**src/rtl/nvr_fetch_unit.sv**
```systemverilog
// nvr_fetch_unit: read sequencer for the NVR_TOP instruction memory macro.
// It runs the macro power-on sequence, turns valid/ready fetch requests into
// A/CE timing, waits for a synchronised RDY (with timeout), and buffers the
// results in a small first-word fall-through response FIFO that can be flushed.
module nvr_fetch_unit #(
    parameter int unsigned ADDR_W       = 7,
    parameter int unsigned DATA_W       = 32,
    parameter int unsigned SETUP_CYCLES = 2,
    parameter int unsigned CE_CYCLES    = 2,
    parameter int unsigned POR_CYCLES   = 4,
    parameter int unsigned TIMEOUT      = 255,
    parameter int unsigned FIFO_DEPTH   = 2
) (
    input  logic              clk,
    input  logic              reset,
    input  logic              req_valid,
    input  logic [ADDR_W-1:0] req_addr,
    output logic              req_ready,
    input  logic              flush,
    output logic              rsp_valid,
    output logic [DATA_W-1:0] rsp_data,
    output logic [ADDR_W-1:0] rsp_addr,
    output logic              rsp_err,
    input  logic              rsp_ready,
    output logic [ADDR_W-1:0] nvr_a,
    output logic              nvr_ce,
    output logic              nvr_por,
    input  logic [DATA_W-1:0] nvr_dout,
    input  logic              nvr_rdy,
    output logic              busy
);

    function automatic int unsigned max2(input int unsigned a, input int unsigned b);
        return (a > b) ? a : b;
    endfunction

    localparam int unsigned CNT_MAX = max2(max2(POR_CYCLES, TIMEOUT),
                                           max2(SETUP_CYCLES, CE_CYCLES));
    localparam int unsigned CNT_W   = $clog2(CNT_MAX + 1);
    localparam int unsigned PTR_W   = $clog2(FIFO_DEPTH);
    localparam int unsigned FCNT_W  = PTR_W + 1;

    localparam logic [CNT_W-1:0]  POR_ON_LAST   = CNT_W'(POR_CYCLES);
    localparam logic [CNT_W-1:0]  POR_WAIT_LAST = CNT_W'(POR_CYCLES - 1);
    localparam logic [CNT_W-1:0]  SETUP_LAST    = CNT_W'(SETUP_CYCLES - 1);
    localparam logic [CNT_W-1:0]  CE_LAST       = CNT_W'(CE_CYCLES - 1);
    localparam logic [CNT_W-1:0]  TIMEOUT_LAST  = CNT_W'(TIMEOUT - 1);
    localparam logic [FCNT_W-1:0] FIFO_FULL     = FCNT_W'(FIFO_DEPTH);

    typedef enum logic [2:0] {
        POR_ON,
        POR_WAIT,
        IDLE,
        SETUP,
        CE_ON,
        WAIT_RDY
    } state_t;

    state_t            state;
    state_t            state_next;
    logic [CNT_W-1:0]  cnt;
    logic [CNT_W-1:0]  cnt_next;

    logic              rdy_meta;
    logic              rdy_s;
    logic              drop;
    logic              in_flight;
    logic              accept;
    logic              complete;
    logic              complete_err;
    logic              push;
    logic              pop;
    logic [DATA_W-1:0] push_data;

    logic [DATA_W-1:0] fifo_data [FIFO_DEPTH];
    logic [ADDR_W-1:0] fifo_addr [FIFO_DEPTH];
    logic              fifo_err  [FIFO_DEPTH];
    logic [PTR_W-1:0]  wr_ptr;
    logic [PTR_W-1:0]  rd_ptr;
    logic [FCNT_W-1:0] fifo_count;

    // Two-flop synchroniser for the asynchronous macro RDY.
    always_ff @(posedge clk or posedge reset) begin
        if (reset) begin
            rdy_meta <= 1'b0;
            rdy_s    <= 1'b0;
        end else begin
            rdy_meta <= nvr_rdy;
            rdy_s    <= rdy_meta;
        end
    end

    // State and cycle-counter register.
    always_ff @(posedge clk or posedge reset) begin
        if (reset) begin
            state <= POR_ON;
            cnt   <= '0;
        end else begin
            state <= state_next;
            cnt   <= cnt_next;
        end
    end

    // Next-state, counter and handshake decode.
    // POR_ON is already the state while reset is held, so its counter ends one
    // value later than the others to give exactly POR_CYCLES of nvr_por high.
    always_comb begin
        state_next   = state;
        cnt_next     = cnt + CNT_W'(1);
        req_ready    = 1'b0;
        accept       = 1'b0;
        complete     = 1'b0;
        complete_err = 1'b0;
        case (state)
            POR_ON: begin
                if (cnt == POR_ON_LAST) begin
                    state_next = POR_WAIT;
                    cnt_next   = '0;
                end
            end
            POR_WAIT: begin
                if (cnt == POR_WAIT_LAST) begin
                    state_next = IDLE;
                    cnt_next   = '0;
                end
            end
            IDLE: begin
                cnt_next  = '0;
                req_ready = (fifo_count < FIFO_FULL) && !flush;
                if (req_valid && req_ready) begin
                    accept     = 1'b1;
                    state_next = SETUP;
                end
            end
            SETUP: begin
                if (cnt == SETUP_LAST) begin
                    state_next = CE_ON;
                    cnt_next   = '0;
                end
            end
            CE_ON: begin
                if (cnt == CE_LAST) begin
                    state_next = WAIT_RDY;
                    cnt_next   = '0;
                end
            end
            WAIT_RDY: begin
                if (rdy_s) begin
                    complete   = 1'b1;
                    state_next = IDLE;
                    cnt_next   = '0;
                end else if (cnt == TIMEOUT_LAST) begin
                    complete     = 1'b1;
                    complete_err = 1'b1;
                    state_next   = IDLE;
                    cnt_next     = '0;
                end
            end
            default: begin
                state_next = POR_ON;
                cnt_next   = '0;
            end
        endcase
    end

    assign busy      = (state != IDLE);
    assign in_flight = (state == SETUP) || (state == CE_ON) || (state == WAIT_RDY);

    // Registered macro controls, decoded from the state being entered.
    always_ff @(posedge clk or posedge reset) begin
        if (reset) begin
            nvr_ce  <= 1'b0;
            nvr_por <= 1'b0;
        end else begin
            nvr_ce  <= (state_next == CE_ON);
            nvr_por <= (state_next == POR_ON);
        end
    end

    // Macro address: captured on accept, held until the next accept.
    always_ff @(posedge clk or posedge reset) begin
        if (reset) begin
            nvr_a <= '0;
        end else if (accept) begin
            nvr_a <= req_addr;
        end
    end

    // Drop flag: a flush during an access suppresses that access's result.
    always_ff @(posedge clk or posedge reset) begin
        if (reset) begin
            drop <= 1'b0;
        end else if (complete) begin
            drop <= 1'b0;
        end else if (flush && in_flight) begin
            drop <= 1'b1;
        end
    end

    assign push      = complete && !drop && !flush;
    assign pop       = rsp_valid && rsp_ready;
    assign push_data = complete_err ? '0 : nvr_dout;

    // Response FIFO storage; contents are only observed while valid.
    always_ff @(posedge clk) begin
        if (push) begin
            fifo_data[wr_ptr] <= push_data;
            fifo_addr[wr_ptr] <= nvr_a;
            fifo_err[wr_ptr]  <= complete_err;
        end
    end

    // Response FIFO pointers and occupancy; flush wins over push and pop.
    always_ff @(posedge clk or posedge reset) begin
        if (reset) begin
            wr_ptr     <= '0;
            rd_ptr     <= '0;
            fifo_count <= '0;
        end else if (flush) begin
            wr_ptr     <= '0;
            rd_ptr     <= '0;
            fifo_count <= '0;
        end else begin
            if (push) begin
                wr_ptr <= wr_ptr + PTR_W'(1);
            end
            if (pop) begin
                rd_ptr <= rd_ptr + PTR_W'(1);
            end
            case ({push, pop})
                2'b10:   fifo_count <= fifo_count + FCNT_W'(1);
                2'b01:   fifo_count <= fifo_count - FCNT_W'(1);
                default: fifo_count <= fifo_count;
            endcase
        end
    end

    assign rsp_valid = (fifo_count != '0);
    assign rsp_data  = rsp_valid ? fifo_data[rd_ptr] : '0;
    assign rsp_addr  = rsp_valid ? fifo_addr[rd_ptr] : '0;
    assign rsp_err   = rsp_valid ? fifo_err[rd_ptr]  : 1'b0;

endmodule

```
**config.mk**
```make
export PLATFORM = sky130hd
export DESIGN_NAME = nvr_fetch_unit
export DESIGN_NICKNAME = d
export VERILOG_FILES = /design/src/rtl/nvr_fetch_unit.sv
export SDC_FILE = /design/constraint.sdc
export NUM_CORES = 1
export LEC_CHECK = 0
export CORE_MARGIN = 2
export CORE_UTILIZATION = 45
export CTS_BUF_LIST = sky130_fd_sc_hd__clkbuf_8
export DETAILED_ROUTE_END_ITERATION = 8
export PLACE_DENSITY = 0.75
export SLEW_MARGIN = 10
export SYNTH_ARGS = -nofsm -noshare
export SYNTH_HDL_FRONTEND = slang
export SYNTH_SLANG_ARGS = --single-unit
```
**constraint.sdc**
```tcl
create_clock -name clk -period 7.2 [get_ports clk]
set_clock_uncertainty 0.1 [all_clocks]
set_input_delay 1.44 -clock clk [delete_from_list [all_inputs] [get_ports clk]]
set_output_delay 1.44 -clock clk [all_outputs]
set_load 0.1 [all_outputs]
```
==> metrics.csv, run 1 <==
metric,value,unit
ir_drop,0.000302,V
io_pins,97,
wl_per_cell,15.9,um
worstHoldPathType,reg2reg,
grt_start_max_net_pins,42,
ys_warn_count,0,
fp.dieH,105,um
power_switching_share,35.0,%
drive_gt1_share,8.03,%
hold_buffers,0,
power_frac_seq,47.4,%
grt_setup_unrepaired,false,
max_cap_violations,0,
coreArea,0.00986,mm^2
syn_avg_cell_area,13.7,um^2
dp_worst_setup_slack,2.15,ns
endpoint_kind,output pin,
gr-total-overflow,0,
worstMarginPinSlew,1.07,ns
period_share,70.3,%
cts_htree_levels,3,
portBuffers,96,
grt_pass1_vias,2987,
syn_to_final_growth,28.9,%
n_antenna_cell,0,
syn-num-nets,385,
wl,9060,um
dp.final_hpwl,5850,um
grt_usage,17.2,%
cts_buffer_depth,2,
crit_start,flush,
switching_power,0.567,mW
gp_congestion,0.825,
setup_violations,0,
r2r_end,fifo_data[1][31],
power_density,272,mW/mm^2
clk_pin_slew,0.09,ns
clock-sinks,107,
crit_end,req_ready,
post_cts_resized,0,
intPower,1.05,mW
tritoncts,yes,
setup_slack,2.14,ns
pwr-share-clk,24.3,%
synth_cell_types,47,
antenna_found_initial,0,
root_buffer,clkbuf_8,
finalMaxSlewViolations,0,
p_leak,2.06,nW
start_util,46.8,%
clk_latency,0.36,ns
synth_area,0.00462,mm^2
ant_nets,0,
die_area,0.0111,mm^2
worstPathRequired,5.66,ns
vias,2891,
worstPathArrival,3.52,ns
yosysSeqAreaShare,66.6,%
power,1.62,mW
dr.pass1.iters,4,
cts_made_buffers,9,
path_class,in2out,
synthCells,336,
max_slew_margin,28.9,%
cp-start-kind,input port,
drc_errors,0,
fmax,198,MHz
critical_path.max_fanout,9,
nets,480,
finalSetupTns,0,ns
fp.dieW,105,um
min_period,5.06,ns
r2r_cells,7,
status,finished clean,
yosys_most_used_dff,edfxtp_1,
num_rows,36,
hold_viol,0,
grt_first_pass_wirelength,14900,um
cts_setup_buffers,0,
combPwrFrac,28.3,%
ys_ff_latch,107,
utilization,60.4,%
r2r-start,cnt[0],
synth_edf_count,80,
reg2reg_slack,4.59,ns
drt-vias-per-instance,5.08,
drt-initial-drc-count,139,
async_flop_share,25.2,%
## registers in the layout (all words and copies together), names as in the netlist
signal      cells
rd_ptr          1
fifo_addr      14
cnt             8
rdy_s           1
fifo_data      64
nvr_por         1
drop            1
state           3
nvr_a           7
rdy_meta        1
fifo_err        2
fifo_count      2
wr_ptr          1
nvr_ce          1
## kinds of logic after synthesis
logic type	synth area share [%]
and+or+nand+nor	14.7
DFF	66.6
muxes	10.6
buffers and inverters	2.03
AOI/OAI and AO/OA	3.22
xor gates and xnor gates	1.71
adders and majority gates	1.08
## critical path, stage by stage
cell and delay [ns]:
clkdlybuf4s50_1 0.61, nor3_2 0.29, clkdlybuf4s50_1 1.17
## cells in the mapped netlist (all sizes together), types with 2 or more instances
master / number / area (um^2)
nor2b: 36 / 225
inv: 5 / 18.8
and4: 3 / 28.8
nand4: 2 / 12.5
mux2: 7 / 78.8
clkbuf: 12 / 45.0
nor2: 57 / 214
a21oi: 2 / 10.0
or3b: 2 / 17.5
dfrtp: 27 / 676
edfxtp: 80 / 2400
or2: 2 / 12.5
and3: 2 / 12.5
xor2: 8 / 70.1
buf: 6 / 30.0
nand3b: 3 / 22.5
or3: 2 / 12.5
nand2b: 2 / 12.5
nor3: 3 / 25.0
ha: 4 / 50.1
nand3: 6 / 30.0
mux2i: 41 / 410
nand2: 6 / 25.0
## power by group through the flow
stage               clock (mW)  combinational, mW  sequential, mW
CTS                      0.405              0.462           0.768
global placement             0              0.454           0.778
floorplan                    0              0.189           0.932
detailed placement           0              0.460           0.782
finish                   0.394              0.459           0.769
global route             0.433              0.484           0.776
## per-layer routing
layer | up-vias | global-route usage, % | share of wire [%]
met3 | 10 | 2.97 | 4.4
met2 | 80 | 27.9 | 49
met4 | 0 | 6.10 | 1.2
met5 | - | 0 | 0
met1 | 1419 | 23.4 | 46
li1 | 1382 | - | -
## cell usage in the layout (no fill, tap or decap), types with 7 or more instances in the layout
| cell | n |
|---|---|
| mux2i_1 | 41 |
| clkdlybuf4s50_1 | 96 |
| nor2_1 | 55 |
| mux2_1 | 7 |
| xor2_1 | 8 |
| nor2b_1 | 36 |
| clkbuf_8 | 9 |
| edfxtp_1 | 80 |
| dfrtp_1 | 26 |
## cell type report
class                   count  area, um^2
inverters                   5        18.8
repair buffers            102        1010
flip-flops and latches    107        3080
fillers                   745        3910
well taps                 133         166
clock inverters             7        92.6
clock buffers               9         124
multi-input cells         206        1470
## stage by stage
step / cells / instance area [um^2] / hold slack (ns)
floorplan: 336 / 4620 / 0.231
global placement: 553 / 5740 / 0.240
detailed placement: 553 / 5740 / 0.243
CTS: 569 / 5950 / 0.266
global route: 569 / 5950 / 0.278
finish: 569 / 5950 / 0.262
## worst min-delay path by stage
stage,startpoint,to,depth (start not counted)
after floorplan,rdy_meta,rdy_s,0
after detailed placement,rdy_meta,rdy_s,0
final,rdy_meta,rdy_s,0
after CTS,rdy_meta,rdy_s,0
after global routing,rdy_meta,rdy_s,0
after global placement,rdy_meta,rdy_s,0
No activity file was read; power rests on OpenSTA's default activity.
==> run 2: changes to the inputs <==
==> constraint.sdc (replaced) <==
create_clock -name clk -period 4.7 [get_ports clk]
set_clock_uncertainty 0.1 [all_clocks]
set_input_delay 0.94 -clock clk [delete_from_list [all_inputs] [get_ports clk]]
set_output_delay 0.94 -clock clk [all_outputs]
set_load 0.1 [all_outputs]
==> run 2 against run 1 <==
  * Clock-buffer cell count unchanged
  * Critical endpoint is now rsp_data[28]
  * Worst hold slack better by 0.0025 ns
  * Global-route usage down 0.43 points
  * Largest cell class unchanged
  * Critical path depth up 1
  * Wire length down 0.25%
  * Cell count down 0.18%
  * Sequential cell count unchanged
==> metrics.csv, run 2 (synthesis results as in run 1) <==
metric,value,unit,change
final_common_cell,clkdlybuf4s50_1,,
wl_per_cell,15.9,um,about the same
critical_path.max_fanout,24,,+15
period_share,83.6,%,
io_pins,97,,unchanged
max_cap_violations,0,,unchanged
dr.pass1.iters,4,,unchanged
finalMaxSlewViolations,0,,unchanged
tritoncts,yes,,
syn_to_final_growth,28.6,%,
drc_errors,0,,unchanged
cts_buffer_depth,2,,unchanged
largest_reg_flops,64,,unchanged
p_leak,2.06,nW,-0.36%
crit_end,rsp_data[28],,
fmax,254,MHz,
hold_viol,0,,unchanged
drt-vias-per-instance,5.03,,-0.97%
largest_register,fifo_data,,
drt-initial-drc-count,122,,-12%
r2r_cells,7,,unchanged
r2r-start,cnt[0],,
grt_usage,16.8,%,-0.43 points
fp.dieW,105,um,unchanged
antenna_found_initial,0,,unchanged
dp_worst_setup_slack,1.15,ns,-1.00 ns
worstMarginPinSlew,1.03,ns,-0.0372 ns
worstPathRequired,3.66,ns,-2.00 ns
coreArea,0.00986,mm^2,unchanged
setup_slack,0.770,ns,-1.37 ns
endpoint_kind,output pin,,
cp-start-kind,flip-flop,,
crit_start,rd_ptr,,
power,2.45,mW,+51%
power_density,412,mW/mm^2,+51%
path_class,reg2out,,
root_buffer,clkbuf_8,,
r2r_end,fifo_addr[0][2],,
status,finished clean,,
start_util,46.8,%,unchanged
grt_pass1_vias,2863,,-4.2%
ant_nets,0,,unchanged
whs,0.265,ns,+0.00250 ns
grt_first_pass_wirelength,14400,um,-3.0%
clk_latency,0.35,ns,about the same
clk_pin_slew,0.10,ns,about the same
num_rows,36,,unchanged
design_area,0.00594,mm^2,-0.25%
vias,2858,,-1.1%
drive_gt1_share,8.51,%,+0.48 points
setup_violations,0,,unchanged
cts_htree_levels,3,,unchanged
die_area,0.0111,mm^2,unchanged
layout_common_cells,"95 x clkdlybuf4s50_1, 80 x edfxtp_1, 55 x nor2_1",,
placed_cell_area,0.00574,mm^2,about the same
gr-total-overflow,0,,unchanged
gp_congestion,0.780,,-5.4%
grt_setup_unrepaired,false,,
n_antenna_cell,0,,unchanged
reg2reg_slack,1.74,ns,-2.85 ns
grt_start_max_net_pins,42,,unchanged
clock-sinks,107,,unchanged
worstPathArrival,2.89,ns,-0.63 ns
worstHoldPathType,reg2reg,,
portBuffers,96,,unchanged
finalSetupTns,0,ns,unchanged
max_slew_margin,31.3,%,+2.5 points
min_period,3.93,ns,
dp.final_hpwl,6110,um,+4.5%
hold_buffers,0,,unchanged
cts_setup_buffers,0,,unchanged
nets,479,,-0.21%
cts_made_buffers,9,,unchanged
largestRegisters,"fifo_data: 64 flops, fifo_addr: 14 flops, cnt: 8 flops",,
ir_drop,0.000500,V,+66%
post_cts_resized,0,,unchanged
fp.dieH,105,um,unchanged
wl,9040,um,-0.25%
==> run 2: layout make-up <==
class	count	area, um^2
fill	777	3930
sequential	107	3080
multi-input combinational	206	1480
timing repair buffer	101	996
tap	133	166
clock buffer	9	124
clock inverter	7	75.1
inverter	5	18.8
==> run 2: critical path, stage by stage (launching register included) <==
cell	delay, ns
dfrtp_2	0.82
buf_4	0.35
mux2i_1	0.10
nor2_1	0.10
clkdlybuf4s50_1	1.15
==> run 2: worst min-delay path by stage <==
| stage | startpoint | to | depth (start not counted) |
|---|---|---|---|
| finish | rdy_meta | rdy_s | 0 |
| global route | rdy_meta | rdy_s | 0 |
| CTS | rdy_meta | rdy_s | 0 |
| detailed placement | rdy_meta | rdy_s | 0 |
| global placement | rdy_meta | rdy_s | 0 |
| floorplan | rdy_meta | rdy_s | 0 |
==> run 2: report_power, final <==
part / switching (mW) / total, mW / internal, mW
clock network: 0.311 / 0.561 / 0.250
registers: 0.0847 / 1.18 / 1.09
logic: 0.485 / 0.706 / 0.221
total: 0.880 / 2.45 / 1.57
==> run 2: metrics by stage <==
| step | util [%] | std cells |
|---|---|---|
| 3_3_place_gp | 58.2 | 552 |
| 6_report | 60.2 | 568 |
| 5_1_grt | 60.2 | 568 |
| 2_1_floorplan | - | 336 |
| 3_5_place_dp | 58.2 | 552 |
| 4_1_cts | 60.2 | 568 |
==> run 2: metal layers <==
metal / track usage (%) / vias up / share of wire [%]
li1: - / 1392 / -
met1: 22.1 / 1391 / 46
met2: 28.4 / 73 / 50
met3: 3.71 / 2 / 4.3
met4: 4.00 / 0 / 0.34
met5: 0 / - / 0
==> run 3: changes to the inputs <==
==> constraint.sdc (replaced) <==
create_clock -name clk -period 4 [get_ports clk]
set_clock_uncertainty 0.1 [all_clocks]
set_input_delay 0.8 -clock clk [delete_from_list [all_inputs] [get_ports clk]]
set_output_delay 0.8 -clock clk [all_outputs]
set_load 0.1 [all_outputs]
==> run 3 against run 2 <==
  * First-iteration DRC count shrank 5.7%
  * Sequential power grew 18%
  * Design area shrank 1.7%
  * Total power grew 18%
  * Critical endpoint is now busy
==> metrics.csv, run 3 (synthesis results as in run 1) <==
metric,value,unit,change
power_switching_share,36.0,%,+0.056 points
period_share,80.4,%,
ir_drop,0.000378,V,-24%
setup_slack,0.784,ns,+0.0144 ns
antenna_found_initial,0,,unchanged
pwr-share-clk,23.0,%,about the same
num_rows,36,,unchanged
root_buffer,clkbuf_8,,
portBuffers,96,,unchanged
cts_setup_buffers,0,,unchanged
drt-vias-per-instance,5.08,,+1.0%
combPwrFrac,28.8,%,about the same
drc_errors,0,,unchanged
power_frac_seq,48.2,%,about the same
grt_setup_unrepaired,false,,
grt_start_max_net_pins,42,,unchanged
finalSetupTns,0,ns,unchanged
min_period,3.22,ns,
hold_buffers,0,,unchanged
clk_latency,0.36,ns,about the same
critical_path.max_fanout,12,,-50%
syn_to_final_growth,26.4,%,
dr.pass1.iters,4,,unchanged
critPathBufInv,1,,-1
fill_cells,751,,-3.3%
worstPathArrival,2.32,ns,-0.57 ns
grt_pass1_vias,2912,,+1.7%
design_area,0.00584,mm^2,-1.7%
n_antenna_cell,0,,unchanged
die_area,0.0111,mm^2,unchanged
path_class,reg2out,,
wl,8930,um,-1.2%
max_slew_margin,28.3,%,-3.0 points
dp_cells,552,,unchanged
worstMarginPinSlew,1.07,ns,+0.0456 ns
clk_pin_slew,0.09,ns,about the same
worstPathCellList,"or3b_1, clkdlybuf4s50_1",,
utilization,59.2,%,-1.0 points
grt_first_pass_wirelength,14200,um,-1.4%
intPower,1.84,mW,+18%
cts_htree_levels,3,,unchanged
post_cts_resized,0,,unchanged
grt_usage,16.5,%,-0.32 points
fp.dieH,105,um,unchanged
fmax,311,MHz,
p_leak,2.15,nW,+4.6%
clock-sinks,107,,unchanged
largest_register,fifo_data,,
fin_cells,568,,unchanged
dp.final_hpwl,5940,um,-2.7%
seq_area,0.00308,mm^2,unchanged
cts_buffer_depth,2,,unchanged
cpPeakStageDelay,0.99,ns,-0.16 ns
tritoncts,yes,,
coreArea,0.00986,mm^2,unchanged
dp_worst_setup_slack,1.01,ns,-0.136 ns
finalMaxSlewViolations,0,,unchanged
endpoint_kind,output pin,,
cp_slowest_cell,clkdlybuf4s50_1,,
gr-total-overflow,0,,unchanged
gp_congestion,0.833,,+6.8%
multi_input_area,0.00148,mm^2,unchanged
drive_gt1_share,17.7,%,+9.2 points
fp.dieW,105,um,unchanged
cp-start-kind,flip-flop,,
cts_made_buffers,9,,unchanged
power,2.88,mW,+18%
final_common_cell,edfxtp_1,,
max_cap_violations,0,,unchanged
placed_cell_area,0.00564,mm^2,-1.8%
ant_nets,0,,unchanged
layout_common_cells,"80 x edfxtp_1, 55 x nor2_1, 54 x clkdlybuf4s50_1",,
setup_violations,0,,unchanged
nets,479,,unchanged
largest_reg_flops,64,,unchanged
crit_family,buffers and inverters,,
worstHoldPathType,reg2reg,,
power_density,493,mW/mm^2,+20%
worstPathRequired,3.10,ns,-0.56 ns
whs,0.258,ns,-0.00707 ns
status,finished clean,,
io_pins,97,,unchanged
wl_per_cell,15.7,um,-1.2%
drt-initial-drc-count,115,,-5.7%
switching_power,1.04,mW,+18%
largestRegisters,"fifo_data: 64 flops, fifo_addr: 14 flops, cnt: 8 flops",,
start_util,46.8,%,unchanged
hold_viol,0,,unchanged
vias,2887,,+1.0%
run 3: changes by cell type in the layout (fill, tap and decap cells not counted):
cell             previous run  this run
buf_4                       6        47
clkdlybuf4s50_1            95        54
clkinv_2                    2         1
clkinv_4                    0         2
clkinvlp_4                  2         0
inv_1                       5         6
run 3: per-layer routing:
layer  global-route usage (%)  share of wire (%)  vias up
li1                         -                  -     1379
met2                     27.9                 50       91
met3                     2.78                5.8        4
met4                     5.62               0.49        0
met1                     21.4                 44     1413
met5                        0                  0        -
run 3: layout make-up:
class                           count  area share, %
Clock inverter                      7           1.31
Sequential cell                   107           52.7
Timing Repair Buffer              101           15.3
Clock buffer                        9           2.12
Inverter                            5          0.321
Multi-Input combinational cell    206           25.4
Tap cell                          133           2.85
run 3: final timing paths:
check / start / cells past startpoint / slack (ns) / to
max: state[1] / 2 / 0.78 / busy
min: rdy_meta / 0 / 0.26 / rdy_s
max reg2reg: cnt[0] / 7 / 1.22 / fifo_data[1][6]
min reg2reg: rdy_meta / 0 / 0.26 / rdy_s
max in group asynchronous: reset / 2 / 2.17 / rd_ptr
min in group asynchronous: reset / 2 / 0.90 / nvr_a[0]
run 3: power by group through the flow:
stage,Sequential (mW),Clock (mW),Combinational (mW)
3_3_place_gp,1.40,0,0.816
5_1_grt,1.40,0.727,0.870
3_5_place_dp,1.41,0,0.829
6_report,1.39,0.663,0.827
4_1_cts,1.39,0.685,0.833
2_1_floorplan,1.68,0,0.340
run 3: worst reg2reg max path, delay by kind of cell, from the launching register on:
kind | cells | cell delay, ns
simple gates | 3 | 0.96
buf+inv | 2 | 0.60
flops | 1 | 0.46
fa+ha+maj | 1 | 0.20
compound gates | 1 | 0.09
